**config.mk**
```make
export PLATFORM = sky130hd
export DESIGN_NAME = pcm_rom_cache
export DESIGN_NICKNAME = d
export VERILOG_FILES = /design/src/rtl/vball_pkg.sv /design/src/rtl/pcm_cache_mem.sv /design/src/rtl/pcm_rom_cache.sv
export SDC_FILE = /design/constraint.sdc
export NUM_CORES = 1
export LEC_CHECK = 0
export ABC_CLOCK_PERIOD_IN_PS = 9500
export BUFFER_PORTS_ARGS = -buffer_cell sky130_fd_sc_hd__buf_2
export CAP_MARGIN = 20
export CORE_MARGIN = 5
export CORE_UTILIZATION = 61
export DETAILED_ROUTE_END_ITERATION = 8
export GPL_TIMING_DRIVEN = 0
export PLACE_DENSITY = 0.77
export RECOVER_POWER = 100
export SLEW_MARGIN = 20
export SYNTH_ARGS = -nofsm -noshare
export SYNTH_HDL_FRONTEND = slang
export SYNTH_SLANG_ARGS = --single-unit
```
**constraint.sdc**
```tcl
create_clock -name clk_sys -period 9.5 [get_ports clk_sys]
set_input_delay 1.9 -clock clk_sys [delete_from_list [all_inputs] [get_ports clk_sys]]
set_output_delay 1.9 -clock clk_sys [all_outputs]
set_load 0.01 [all_outputs]
```
**src/rtl/vball_pkg.sv**
```systemverilog
// Shared definitions for the sound subsystem: ROM/DDRAM widths and the PCM cache state type.
package vball_pkg;

    localparam int unsigned PCM_ADDR_W = 18;
    localparam int unsigned DDR_WORD_W = 64;

    typedef enum logic [1:0] {
        PcmIdle,
        PcmFill,
        PcmPref,
        PcmPwait
    } pcm_cache_state_t;

    // Little-endian byte pick: byte n lives at bits [8n+7:8n].
    function automatic logic [7:0] byte_sel(input logic [DDR_WORD_W-1:0] word,
                                            input logic [2:0] sel);
        return word[{sel, 3'b000} +: 8];
    endfunction

endpackage

```
**src/rtl/pcm_cache_mem.sv**
```systemverilog
// Direct-mapped line storage for the PCM ROM cache: one write port, two async read ports.
module pcm_cache_mem
    import vball_pkg::*;
#(
    parameter int unsigned IDX_W = 2,
    parameter int unsigned TAG_W = 13
) (
    input  logic                  clk_i,
    input  logic                  rst_ni,
    input  logic                  clr_i,
    input  logic                  we_i,
    input  logic [IDX_W-1:0]      widx_i,
    input  logic [TAG_W-1:0]      wtag_i,
    input  logic [DDR_WORD_W-1:0] wdata_i,
    input  logic [IDX_W-1:0]      ra_idx_i,
    output logic [TAG_W-1:0]      ra_tag_o,
    output logic                  ra_valid_o,
    output logic [DDR_WORD_W-1:0] ra_data_o,
    input  logic [IDX_W-1:0]      rb_idx_i,
    output logic [TAG_W-1:0]      rb_tag_o,
    output logic                  rb_valid_o
);

    localparam int unsigned Lines = 1 << IDX_W;

    logic [Lines-1:0]      valid_q;
    logic [TAG_W-1:0]      tag_q  [Lines];
    logic [DDR_WORD_W-1:0] data_q [Lines];

    // Valid bits: cleared on reset or flush; clear wins over a same-cycle write.
    always_ff @(posedge clk_i) begin
        if (!rst_ni || clr_i) begin
            valid_q <= '0;
        end else if (we_i) begin
            valid_q[widx_i] <= 1'b1;
        end
    end

    // Tag and data arrays carry no reset; valid bits gate their use.
    always_ff @(posedge clk_i) begin
        if (we_i) begin
            tag_q[widx_i]  <= wtag_i;
            data_q[widx_i] <= wdata_i;
        end
    end

    assign ra_tag_o   = tag_q[ra_idx_i];
    assign ra_valid_o = valid_q[ra_idx_i];
    assign ra_data_o  = data_q[ra_idx_i];
    assign rb_tag_o   = tag_q[rb_idx_i];
    assign rb_valid_o = valid_q[rb_idx_i];

endmodule

```
**src/rtl/pcm_rom_cache.sv**
```systemverilog
// Byte-wide PCM ROM read port served from a small direct-mapped cache of 64-bit DDRAM lines.
module pcm_rom_cache
    import vball_pkg::*;
#(
    parameter int unsigned ADDR_W   = PCM_ADDR_W,
    parameter int unsigned IDX_W    = 2,
    parameter int unsigned PREFETCH = 1
) (
    input  logic                  clk_sys,
    input  logic                  reset_n,
    input  logic                  flush,
    input  logic                  rd_req,
    input  logic [ADDR_W-1:0]     rd_addr,
    output logic [7:0]            rd_data,
    output logic                  rd_rdy,
    output logic                  rd_busy,
    output logic [ADDR_W-1:0]     ddr_addr,
    output logic                  ddr_req,
    input  logic [DDR_WORD_W-1:0] ddr_data,
    input  logic                  ddr_ready
);

    localparam int unsigned LineW = ADDR_W - 3;
    localparam int unsigned TagW  = LineW - IDX_W;

    pcm_cache_state_t  state_q;
    logic              rd_rdy_q;
    logic              rd_busy_q;
    logic [7:0]        rd_data_q;
    logic              ddr_req_q;
    logic [ADDR_W-1:0] ddr_addr_q;
    logic [ADDR_W-1:0] dem_addr_q;

    logic [LineW-1:0]      req_line, ddr_line, dem_line, next_line;
    logic [IDX_W-1:0]      req_idx, ddr_idx, next_idx;
    logic [TagW-1:0]       req_tag, ddr_tag, next_tag;
    logic [TagW-1:0]       ra_tag, rb_tag;
    logic                  ra_valid, rb_valid;
    logic [DDR_WORD_W-1:0] ra_data;
    logic                  ddr_fire, accept, same_idx, in_pf_line, hit, pf_ok;
    logic [7:0]            hit_byte;

    // Address split for the incoming request, the outstanding DDR line and the demand line.
    always_comb begin
        req_line  = rd_addr[ADDR_W-1:3];
        req_idx   = req_line[IDX_W-1:0];
        req_tag   = req_line[LineW-1:IDX_W];
        ddr_line  = ddr_addr_q[ADDR_W-1:3];
        ddr_idx   = ddr_line[IDX_W-1:0];
        ddr_tag   = ddr_line[LineW-1:IDX_W];
        dem_line  = dem_addr_q[ADDR_W-1:3];
        next_line = dem_line + LineW'(1);
        next_idx  = next_line[IDX_W-1:0];
        next_tag  = next_line[LineW-1:IDX_W];
    end

    // Lookup. A request aimed at the slot being refilled only hits when the refill lands this
    // very cycle (bypass from ddr_data); otherwise the slot's old contents are about to vanish.
    always_comb begin
        ddr_fire   = ddr_req_q && ddr_ready;
        accept     = rd_req && !rd_busy_q;
        same_idx   = ddr_req_q && (req_idx == ddr_idx);
        in_pf_line = ddr_req_q && (req_line == ddr_line);
        if (same_idx) begin
            hit      = !flush && ddr_fire && in_pf_line;
            hit_byte = byte_sel(ddr_data, rd_addr[2:0]);
        end else begin
            hit      = !flush && ra_valid && (ra_tag == req_tag);
            hit_byte = byte_sel(ra_data, rd_addr[2:0]);
        end
        // No prefetch past the top of ROM space, of a line already present, or while flushing.
        pf_ok = (PREFETCH != 0) && !flush && (dem_line != '1) && !(rb_valid && rb_tag == next_tag);
    end

    pcm_cache_mem #(
        .IDX_W (IDX_W),
        .TAG_W (TagW)
    ) u_mem (
        .clk_i      (clk_sys),
        .rst_ni     (reset_n),
        .clr_i      (flush),
        .we_i       (ddr_fire),
        .widx_i     (ddr_idx),
        .wtag_i     (ddr_tag),
        .wdata_i    (ddr_data),
        .ra_idx_i   (req_idx),
        .ra_tag_o   (ra_tag),
        .ra_valid_o (ra_valid),
        .ra_data_o  (ra_data),
        .rb_idx_i   (next_idx),
        .rb_tag_o   (rb_tag),
        .rb_valid_o (rb_valid)
    );

    // Cache controller: request acceptance, demand fill, prefetch and registered outputs.
    always_ff @(posedge clk_sys) begin
        if (!reset_n) begin
            state_q    <= PcmIdle;
            rd_rdy_q   <= 1'b0;
            rd_busy_q  <= 1'b0;
            rd_data_q  <= '0;
            ddr_req_q  <= 1'b0;
            ddr_addr_q <= '0;
            dem_addr_q <= '0;
        end else begin
            rd_rdy_q  <= 1'b0;
            rd_busy_q <= 1'b0;
            unique case (state_q)
                PcmIdle: begin
                    if (accept) begin
                        rd_busy_q <= 1'b1;
                        if (hit) begin
                            rd_rdy_q  <= 1'b1;
                            rd_data_q <= hit_byte;
                        end else begin
                            ddr_req_q  <= 1'b1;
                            ddr_addr_q <= {req_line, 3'b000};
                            dem_addr_q <= rd_addr;
                            state_q    <= PcmFill;
                        end
                    end
                end
                PcmFill: begin
                    rd_busy_q <= 1'b1;
                    if (ddr_fire) begin
                        rd_rdy_q  <= 1'b1;
                        rd_data_q <= byte_sel(ddr_data, dem_addr_q[2:0]);
                        if (pf_ok) begin
                            ddr_addr_q <= {next_line, 3'b000};
                            state_q    <= PcmPref;
                        end else begin
                            ddr_req_q <= 1'b0;
                            state_q   <= PcmIdle;
                        end
                    end
                end
                PcmPref: begin
                    if (accept && hit) begin
                        rd_rdy_q  <= 1'b1;
                        rd_busy_q <= 1'b1;
                        rd_data_q <= hit_byte;
                        if (ddr_fire) begin
                            ddr_req_q <= 1'b0;
                            state_q   <= PcmIdle;
                        end
                    end else if (accept) begin
                        rd_busy_q  <= 1'b1;
                        dem_addr_q <= rd_addr;
                        if (ddr_fire) begin
                            // Prefetch just landed; go straight to the demand fill.
                            ddr_addr_q <= {req_line, 3'b000};
                            state_q    <= PcmFill;
                        end else begin
                            state_q <= PcmPwait;
                        end
                    end else if (ddr_fire) begin
                        ddr_req_q <= 1'b0;
                        state_q   <= PcmIdle;
                    end
                end
                PcmPwait: begin
                    rd_busy_q <= 1'b1;
                    if (ddr_fire) begin
                        if (dem_line == ddr_line) begin
                            rd_rdy_q  <= 1'b1;
                            rd_data_q <= byte_sel(ddr_data, dem_addr_q[2:0]);
                            ddr_req_q <= 1'b0;
                            state_q   <= PcmIdle;
                        end else begin
                            ddr_addr_q <= {dem_line, 3'b000};
                            state_q    <= PcmFill;
                        end
                    end
                end
                default: begin
                    ddr_req_q <= 1'b0;
                    state_q   <= PcmIdle;
                end
            endcase
        end
    end

    assign rd_rdy   = rd_rdy_q;
    assign rd_busy  = rd_busy_q;
    assign rd_data  = rd_data_q;
    assign ddr_req  = ddr_req_q;
    assign ddr_addr = ddr_addr_q;

endmodule

```
**Yosys cells after proc, flatten, opt, wreduce, memory -nomap -nowiden**

Memories as Yosys holds them, arrays and structs flattened.
Index checks and enable logic that the tools add are counted.

- Flip-flop bits (word level): 53
- Memory bits (writable): 308
- Input port bits: 87
- Output and inout port bits: 29
- Word-level logic and storage cells: 130
- Memories kept: 2

- $add $sub $neg: 1
- Magnitude comparators: 4
- Eq/ne operators: 23
- Shift operators: 3
- Muxes and demuxes: 62
- Bitwise operators: 1
- Reductions and logical operators: 26

Memory list:

| memory | depth | width | rd ports | clocked after memory_dff | wr ports | line | source |
|---|---|---|---|---|---|---|---|
| u_mem.data_q | 4 | 64 | 1 | 0 | 1 | pcm_cache_mem.sv:28 | `logic [DDR_WORD_W-1:0] data_q [Lines];` |
| u_mem.tag_q | 4 | 13 | 2 | 0 | 1 | pcm_cache_mem.sv:27 | `logic [TAG_W-1:0] tag_q [Lines];` |

Operators with widths:

| kind | count |
|---|---|
| $mux 18 | 13 |
| $shiftx 64x7->8 | 3 |
| $pmux 18 s4 | 1 |
| $mux 8 | 7 |
| $pmux 18 s2 | 1 |
| $pmux 8 s4 | 1 |
| $eq 15x15->1 | 2 |
| $eq 13x13->1 | 2 |
| $ne 2x2->1 const B | 13 |
| $mux 1 | 23 |
| $mux 2 | 9 |
| $add 15x1->15 const B | 1 |
| $ne 15x15->1 const B | 1 |
| $logic_and 1x1->1 | 13 |
| $lt 2x3->1 const B | 3 |
| $reduce_and 9->1 | 1 |
| $pmux 1 s4 | 2 |
| $pmux 2 s4 | 1 |
| $reduce_and 7->1 | 1 |
| $reduce_and 6->1 | 1 |
| $reduce_and 5->1 | 1 |
| $bmux 1 s2 | 2 |
| $eq 2x2->1 const B | 2 |
| $logic_not 1->1 | 4 |
| 12 further kinds | 12 |

**Logic depth before layout (Yosys ltp)**

Gate-level depths: netlist (run 1).

- Word-level depth: 9
- Gate-level depth with buffers: 12
- Mapped depth without buffers: 9

**Hierarchy**

Synthesis (run 1) repeated with hierarchy kept, for this count alone.

- Cell total of the unflattened synthesis: 953
- Area, all modules: 16324.4 µm²

Modules (own cells, without submodules):

| module | instances | cells each | area each (µm²) | sequential area each (µm²) |
|---|---|---|---|---|
| pcm_cache_mem | 1 | 437 | 11643.7 | 9328.9 |
| pcm_rom_cache | 1 | 516 | 4680.7 | 920.9 |

**Worst setup path before layout (run 1)**

No wires, ideal clock.

- Path type: input port to flip-flop
- Start point: input ddr_ready
- End point: memory u_mem.data_q[2][0], enable pin
- Setup time: 0.625 ns
- Data arrival time: 7.776 ns
- Required time: 8.875 ns
- Setup slack: 1.099 ns
- Stages: 2
- Path buffers: 0
- Cells stage by stage: nand2_1 > nor3b_1

- Word-level cells in the longest chain between the ends: 3

RTL lines:

| element | line | source |
|---|---|---|
| start, declared | pcm_rom_cache.sv:20 | `input logic ddr_ready` |
| $logic_and 1x1->1 | pcm_rom_cache.sv:60 | `ddr_fire = ddr_req_q && ddr_ready;` |
| $mux 1 | pcm_cache_mem.sv:41 | `if (we_i) begin` |
| $mux 1 (not written as such) | pcm_cache_mem.sv:43 | `data_q[widx_i] <= wdata_i;` |
| end, declared | pcm_cache_mem.sv:28 |  |

No other way between the ends.

**Worst setup path in the final report (run 1)**

- Start point: input rd_addr[3]
- End point: register ddr_addr_q[8] (netlist: ddr_addr[8])

- Word-level cells in the longest chain between the ends: 8
- Elaborated cells on any way between the ends: 16
- Those cells by class: eq/ne (5); mux (3); reduce/logical (7); memory (1)

RTL lines:

| element | line | source |
|---|---|---|
| start, declared | pcm_rom_cache.sv:13 | `input logic [ADDR_W-1:0] rd_addr,` |
| branches (longest 4 deep; another with $mem_v2 4x13) | -- |  |
| $mux 1 * | pcm_rom_cache.sv:64 | `if (same_idx) begin` |
| $logic_and 1x1->1 | pcm_rom_cache.sv:138 | `if (accept && hit) begin` |
| $ne 2x2->1 (no line) | -- |  |
| $reduce_and 9->1 (no line) * | -- |  |
| end signal, assigned | pcm_rom_cache.sv:129 | `ddr_addr_q <= {next_line, 3'b000};` |
| end signal, assigned | pcm_rom_cache.sv:151 | `ddr_addr_q <= {req_line, 3'b000};` |
| end signal, assigned | pcm_rom_cache.sv:170 | `ddr_addr_q <= {dem_line, 3'b000};` |
| end, declared | pcm_rom_cache.sv:31 | `logic [ADDR_W-1:0] ddr_addr_q;` |

Every way passes the cells marked *. The select of a mux whose other input is x is not followed.
A chain may end at the register's enable or synchronous reset.

==> metrics.txt, run 1 <==
crit path capture=ddr_addr[8]$_SDFFE_PN0P_; Final nets=roughly 1200; Placer Congestion=approximately 0.94; most frequent cells in the layout=edfxtp_1 (308), clkbuf_1 (188), mux4_2 (130); global-route usage over all layers=27.7%; CTS buffer count=39; async set-or-reset flop fraction in the synthesized netlist=0%; Post-Route WL=between 40000 and 50000 um; Finished Layout Cells=roughly 1500; initial drt markers=between 1000 and 1500; crit path kind=input port to flip-flop; switching fraction of total power=a little under a quarter; FF-to-FF setup slack=just under 4 ns; Vias=10000; sw power=between 0.0008 and 0.0009 W; PnR Total Power=around 0.0037 W; Fill cells=1813; worst hold path type=flip-flop to flip-flop; DP Area=roughly 18000 um2; Hold Buf Count CTS=0; core box area=between 20000 and 30000 um2; Critical Path AT=between 6 and 7 ns; leakage power total=6.03 nW; Distinct cells, synth=55; die width=~170 um; Hold Vio Cnt, Final=0; CTS tree=built; starting density of the core=about three fifths; row count=60; FF-to-FF End=ddr_addr[8]$_SDFFE_PN0P_; first-pass GRT wire length=around 63000 um; final cell area excluding filler cells=between 15000 and 20000 um2; CP endpoint kind=flip-flop; max_cap viols=2; commonest non-fill, non-tap cell in the layout=edfxtp_1; cell area after synthesis=16500 um2; First-pass DRT Iterations=5; Clock Path Buffers=3; PortBufs=100; antenna viol nets, final=0; IO Count=around 120; clock power share=approximately 40%; worst-path fanout max=10; maximum clock frequency=164 MHz; H-tree Lvls=2; Critical Path Start=rd_addr[3]; peak supply drop=between 0.15 and 0.2 mV; Final setup viols=0; area grow syn2layout=13.1%; grt total ovfl=0; PwrDens=between 150 and 200 nW/um2; Die H=~170 um; failing checks=capacitance limit, slew limit; placed cells=between 1000 and 1500; vias in the first global route=~10000; logic gate share of total power=between 10% and 20%; final worst path period share=between 60 and 70%; Post-synth EDFFs=just over 300; DRC=0; synth warn=0; Avg Cell Area, Syn=16.8 um2; initial antenna violation count=1; Hold Path Stages=2; Final HPWL DP=28700 um; layout cells sized above 1=approximately 19%; Sink Count=between 300 and 400; Final Skew=about 0.022 ns; clock slew at the register clock pins of the worst setup and hold paths=0.06 ns; Seq/Total Area, Yosys=62.1%; Worst setup SP type=input port; Routed wire per std cell=~27 um; Reg power frac=just under 50%; hold slack=0.506 ns; Slew HR=-92.9%; RSZ-0062 raised after global routing=no; pin count of the biggest net entering global routing=47; min Tclk post-route=between 6 and 7 ns; CTS root buf=clkbuf_16; Die Footprint=~30000 um2; Worst Tran Pin Value=2.89 ns; outcome=finished with violations; cell depth of the worst flop-to-flop path=11; Synth Instances=between 900 and 1000; Internal=between 0.002 and 0.003 W; Post-CTS Resized=0; Post-synth top flop=edfxtp_1; worst skew pair latency=between 0.5 and 0.6 ns; number of post-CTS setup repair buffers=0; Vias/cell=roughly 6.5; register bit total from synthesis=358; Reg2Reg Launch Point=dem_addr_q[4]$_SDFFE_PN0P_; Max Slew Vio Count=between 80 and 90; CP required=roughly 9.9 ns
stage by stage:
stage / setup slack, ns / TNS [ns] / util (%)
2_1_floorplan: 1.10 / 0 / -
3_3_place_gp: -3.52 / -752.42 / 65.1
3_5_place_dp: 3.56 / 0 / 66.3
4_1_cts: 4.03 / 0 / 71.0
5_1_grt: 3.16 / 0 / 69.7
6_report: 3.42 / 0 / 69.7
layout make-up:
cell class | instances | area (um2) | share of cell area, %
sequential | 358 | 10200 | 54.9
multi-input combinational | 540 | 5870 | 31.4
clock buffer | 50 | 1070 | 5.72
timing repair buffer | 133 | 510 | 2.73
tap | 341 | 427 | 2.28
buffer | 82 | 345 | 1.85
clock inverter | 21 | 179 | 0.958
inverter | 5 | 18.8 | 0.101
antenna | 2 | 5.00 | 0.0268
sequential cells by signal, summed over array words and instances, names as in the netlist:
| name | count |
|---|---|
| u_mem.data_q | 256 |
| dem_addr_q | 18 |
| rd_data | 8 |
| ddr_addr | 15 |
| u_mem.tag_q | 52 |
| state_q | 2 |
| rd_rdy | 1 |
| u_mem.valid_q | 4 |
| ddr_req | 1 |
| rd_busy | 1 |
synthesized netlist by cell type, types with 4 or more instances:
cell type / number / area, um2
nor4_1: 6 / 37.5
clkbuf_1: 47 / 176
nand3_1: 14 / 70.1
a21oi_1: 16 / 80.1
xnor2_1: 57 / 499
mux2i_1: 77 / 771
xor2_1: 21 / 184
and3_1: 7 / 43.8
nor2b_1: 26 / 163
mux4_2: 130 / 2930
a211oi_1: 5 / 37.5
edfxtp_1: 308 / 9250
dfxtp_1: 50 / 1000
o211ai_1: 18 / 135
inv_1: 5 / 18.8
buf_1: 13 / 48.8
buf_2: 16 / 80.1
o21ai_0: 6 / 30.0
nor3_1: 11 / 55.1
and2_1: 4 / 25.0
mux2_2: 5 / 56.3
nand4_1: 7 / 43.8
nand2_1: 59 / 221
nor2_1: 22 / 82.6
worst max-delay path: stages:
cell and delay (ns):
clkbuf_1 0.53, clkbuf_1 0.69, clkbuf_1 0.81, a21oi_1 0.33, o41ai_1 0.73, a21oi_1 0.16
o31ai_1 0.35, clkbuf_1 0.71, mux2i_1 0.27
metal layers:
layer  wire length [um]  vias up  GRT usage [%]
met5                  0        -              0
met4               1210        0           7.89
met3               3940       91           6.55
met2              20300      582           44.7
met1              16200     5080           38.5
li1                   -     4269              -
worst min path at each step:
| stage | startpoint | endpoint | slack (ns) |
|---|---|---|---|
| 2_1_floorplan | u_mem.valid_q[2]$_SDFFE_PP0P_ | u_mem.valid_q[2]$_SDFFE_PP0P_ | 0.45 |
| 3_3_place_gp | u_mem.valid_q[0]$_SDFFE_PP0P_ | u_mem.valid_q[0]$_SDFFE_PP0P_ | 0.47 |
| 3_5_place_dp | rd_data[3]$_SDFFE_PN0P_ | rd_data[3]$_SDFFE_PN0P_ | 0.48 |
| 4_1_cts | rd_data[3]$_SDFFE_PN0P_ | rd_data[3]$_SDFFE_PN0P_ | 0.50 |
| 5_1_grt | rd_data[3]$_SDFFE_PN0P_ | rd_data[3]$_SDFFE_PN0P_ | 0.52 |
| 6_report | u_mem.valid_q[2]$_SDFFE_PP0P_ | u_mem.valid_q[2]$_SDFFE_PP0P_ | 0.51 |
power by group through the flow:
stage / logic (W) / clock network, W / registers [W]
4_1_cts: 0.000442 / 0.00148 / 0.00179
3_3_place_gp: 0.000419 / 0 / 0.00183
3_5_place_dp: 0.000438 / 0 / 0.00183
5_1_grt: 0.000455 / 0.00155 / 0.00180
2_1_floorplan: 0.000280 / 0 / 0.00183
6_report: 0.000426 / 0.00146 / 0.00180
cells by family after synthesis:
family / count (synthesis) / synth area share, %
compound gates: 72 / 3.17
mux: 212 / 22.7
other cells: 1 / 0.0227
fa+ha+maj: 1 / 0.0758
simple gates: 172 / 5.21
flops: 358 / 62.1
xor+xnor: 80 / 4.37
buf+inv: 87 / 2.30
(Power assumes the default switching activity.)
==> run 2, diff against run 1 <==
--- a/config.mk
+++ b/config.mk
@@ -5,14 +5,15 @@
 export SDC_FILE = /design/constraint.sdc
 export NUM_CORES = 1
 export LEC_CHECK = 0
-export ABC_CLOCK_PERIOD_IN_PS = 9500
+export ABC_AREA = 1
+export ABC_CLOCK_PERIOD_IN_PS = 5050
 export BUFFER_PORTS_ARGS = -buffer_cell sky130_fd_sc_hd__buf_2
 export CAP_MARGIN = 20
 export CORE_MARGIN = 5
-export CORE_UTILIZATION = 61
+export CORE_UTILIZATION = 55
 export DETAILED_ROUTE_END_ITERATION = 8
 export GPL_TIMING_DRIVEN = 0
-export PLACE_DENSITY = 0.77
+export PLACE_DENSITY = 0.73
 export RECOVER_POWER = 100
 export SLEW_MARGIN = 20
 export SYNTH_ARGS = -nofsm -noshare
==> constraint.sdc (replaced) <==
create_clock -name clk_sys -period 5.05 [get_ports clk_sys]
set_input_delay 1.01 -clock clk_sys [delete_from_list [all_inputs] [get_ports clk_sys]]
set_output_delay 1.01 -clock clk_sys [all_outputs]
set_load 0.01 [all_outputs]
==> run 2 against run 1 <==
The flow now finishes without violations. Die area up 16%. Synthesized cell count is 90% higher. Area after synthesis increased by 5.0%.
==> metrics.txt, run 2 <==
outcome=completed; WL met1=24700 um (+52%); Synth Area in Compound Gates=10.8% (+7.6 points); Area contributors post-synth=edfxtp_1 (53%), nand2_1 (10%), nand3_1 (7.4%), dfxtp_1 (5.8%), o21ai_0 (4.5%); Placer Congestion=1.04 (+11%); number of post-CTS setup repair buffers=0 (unchanged); grt total ovfl=0 (unchanged); Vias/cell=6.22 (-5.0%); highest metal used=met5; Simple-Gate Fraction of Synth Area=23.4% (+18 points); biggest registers after layout=u_mem.data_q x256, u_mem.tag_q x52, dem_addr_q x18; Distinct cells, synth=45 (-18%); Seq/Total Area, Yosys=59.1% (-3.0 points); DRC=0 (unchanged); cell area after synthesis=17300 um2 (+5.0%); layout cells sized above 1=7.90% (-11 points); DP Area=18800 um2 (+5.5%); Finished Layout Cells=2495 (+63%); Clock Path Buffers=3 (unchanged); Final Skew=0.0181 ns (-0.00344 ns); pin count of the biggest net entering global routing=15 (-68%); final worst path period share=between 80% and 90%; adder-cell share of the synthesized area=0.0722% (-0.0036 points); First-pass DRT Iterations=6 (+1); Hold Vio Cnt, Final=0 (unchanged); first-pass GRT wire length=89800 um (+42%); async set-or-reset flop fraction in the synthesized netlist=0% (unchanged); IO Count=116 (unchanged); worst hold path type=flip-flop to flip-flop; mux share of post-synthesis cell area=0% (-23 points); antenna viol nets, final=0 (unchanged); CTS tree=built; Worst Tran Pin Value=1.13 ns (-1.77 ns); area grow syn2layout=13.8%; Final HPWL DP=44300 um (+54%); min Tclk post-route=4.05 ns; Post-synth EDFFs=308 (unchanged); leakage power total=7.42 nW (+23%); DR WL met2=24700 um (+22%); max_cap viols=0 (-2); core box area=31300 um2 (+17%); PwrDens=382 nW/um2 (+94%); starting density of the core=55.4% (-6.2 points); Slew HR=24.3% (+120 points); register bit total from synthesis=358 (unchanged); placed cells=2421 (+66%); largest reg by FF count=u_mem.data_q; Final nets=2147 (+72%); PortBufs=109 (+9.0%); worst-path fanout max=10 (unchanged); Reg2Reg Launch Point=ddr_addr[4]$_SDFFE_PN0P_; Post-synth top flop=edfxtp_1; max FFs per register=256 (unchanged); CTS buffer count=38 (-2.6%); synth warn=0 (unchanged); Die H=188 um (+7.5%); crit path kind=input port to flip-flop; Yosys top cell by area=edfxtp_1; most frequent cells in the layout=nand2_1 (468), edfxtp_1 (308), nand3_1 (256); initial drt markers=2623 (+130%); CTS root buf=clkbuf_16; global-route usage over all layers=33.6% (+6.0 points); CP endpoint kind=flip-flop; row count=65 (+8.3%); CP required=5.28 ns (-4.65 ns); metal3 WL=9460 um (+140%); vias in the first global route=14500 (+43%); pre-CTS WS=1.33 ns (-2.22 ns); worst skew pair latency=0.55 ns (+0.02 ns); initial antenna violation count=5 (+4); post-synth top area share=53.3% (-2.7 points); XOR/XNOR share of the synthesized area=1.06% (-3.3 points); Final setup viols=0 (unchanged); final cell area excluding filler cells=19700 um2 (+5.7%); clock slew at the register clock pins of the worst setup and hold paths=0.06 ns (about the same); RSZ-0062 raised after global routing=no; maximum clock frequency=~250 MHz; Max Slew Vio Count=0 (-100%); Critical Path AT=4.28 ns (-2.24 ns); top cells by count, synth=nand2_1 (465), edfxtp_1 (308), nand3_1 (256), nor2_1 (157), o21ai_0 (155); worst hold start=u_mem.valid_q[0]$_SDFFE_PP0P_; Critical Path Start=ddr_ready; commonest non-fill, non-tap cell in the layout=nand2_1; Vias=15500 (+55%); Post-Route WL=60800 um (+46%); Avg Cell Area, Syn=9.29 um2 (-45%); Sink Count=358 (unchanged); Worst Slack Setup Final=0.999 ns (-2.42 ns); cell with the most instances after synthesis=nand2_1; H-tree Lvls=2 (unchanged); peak supply drop=0.359 mV (+91%); FF-to-FF setup slack=1.08 ns (-2.79 ns); Routed wire per std cell=24.4 um (-10%); Worst setup SP type=input port; Post-CTS Resized=0 (unchanged); die width=188 um (+7.5%); Die Footprint=35200 um2 (+16%); Hold Buf Count CTS=0 (unchanged); Synth Instances=1867 (+90%); main combinational cell family by area after synthesis=simple AND/OR/NAND/NOR gates
-- run 2: logic make-up after synthesis --
kind of cell	after synthesis
AND/OR/NAND/NOR	936
flip-flops	358
AO/OA/AOI/OAI	327
buffers and inverters	223
XOR/XNOR	21
adder cells (fa/ha/maj)	1
other	1
-- run 2: worst paths after layout --
kind | endpoint | cells past startpoint
hold reg to reg | u_mem.valid_q[0]$_SDFFE_PP0P_ | 2
hold / removal | u_mem.valid_q[0]$_SDFFE_PP0P_ | 2
setup / recovery | u_mem.data_q[3][16]$_DFFE_PP_ | 8
setup reg to reg | u_mem.data_q[3][16]$_DFFE_PP_ | 7
-- run 2: per-layer routing --
| metal | vias up | GRT usage [%] |
|---|---|---|
| met4 | 4 | 10.2 |
| met5 | - | 0 |
| li1 | 6901 | - |
| met1 | 7314 | 50.7 |
| met2 | 1139 | 46.1 |
| met3 | 155 | 11.5 |
-- run 2: stage by stage --
step | power, W | utilization (%) | TNS (ns) | hold WS, ns
floorplan | 0.00417 | - | -620.63 | 0.440
global placement | 0.00463 | 58.7 | -2008.21 | 0.454
detailed placement | 0.00465 | 59.9 | 0 | 0.460
CTS | 0.00753 | 64.1 | 0 | 0.474
global route | 0.00776 | 63.0 | 0 | 0.502
finish | 0.00754 | 63.0 | 0 | 0.473
-- run 2: where the power goes --
part / switching [W] / internal (W) / leakage [nW]
combinational: 0.000808 / 0.000320 / 3.59
sequential: 0.000120 / 0.00335 / 3.21
clock: 0.00120 / 0.00174 / 0.628
total: 0.00213 / 0.00541 / 7.42
-- run 2: critical path, stage by stage --
cell	delay [ns]
buf_2	0.07
nand2_1	0.18
nor3_1	0.54
clkbuf_1	0.52
clkbuf_1	0.57
clkbuf_1	0.57
clkbuf_1	0.50
buf_4	0.30
-- run 2: area by class of cell --
class,count,area [um2]
diodes,4,10.0
fillers,2667,11600
repair buffers,150,608
flip-flops and latches,358,10200
inverters,108,410
plain buffers,115,547
clock buffers,46,1000
multi-input cells,1288,6100
well taps,402,503
clock inverters,24,305
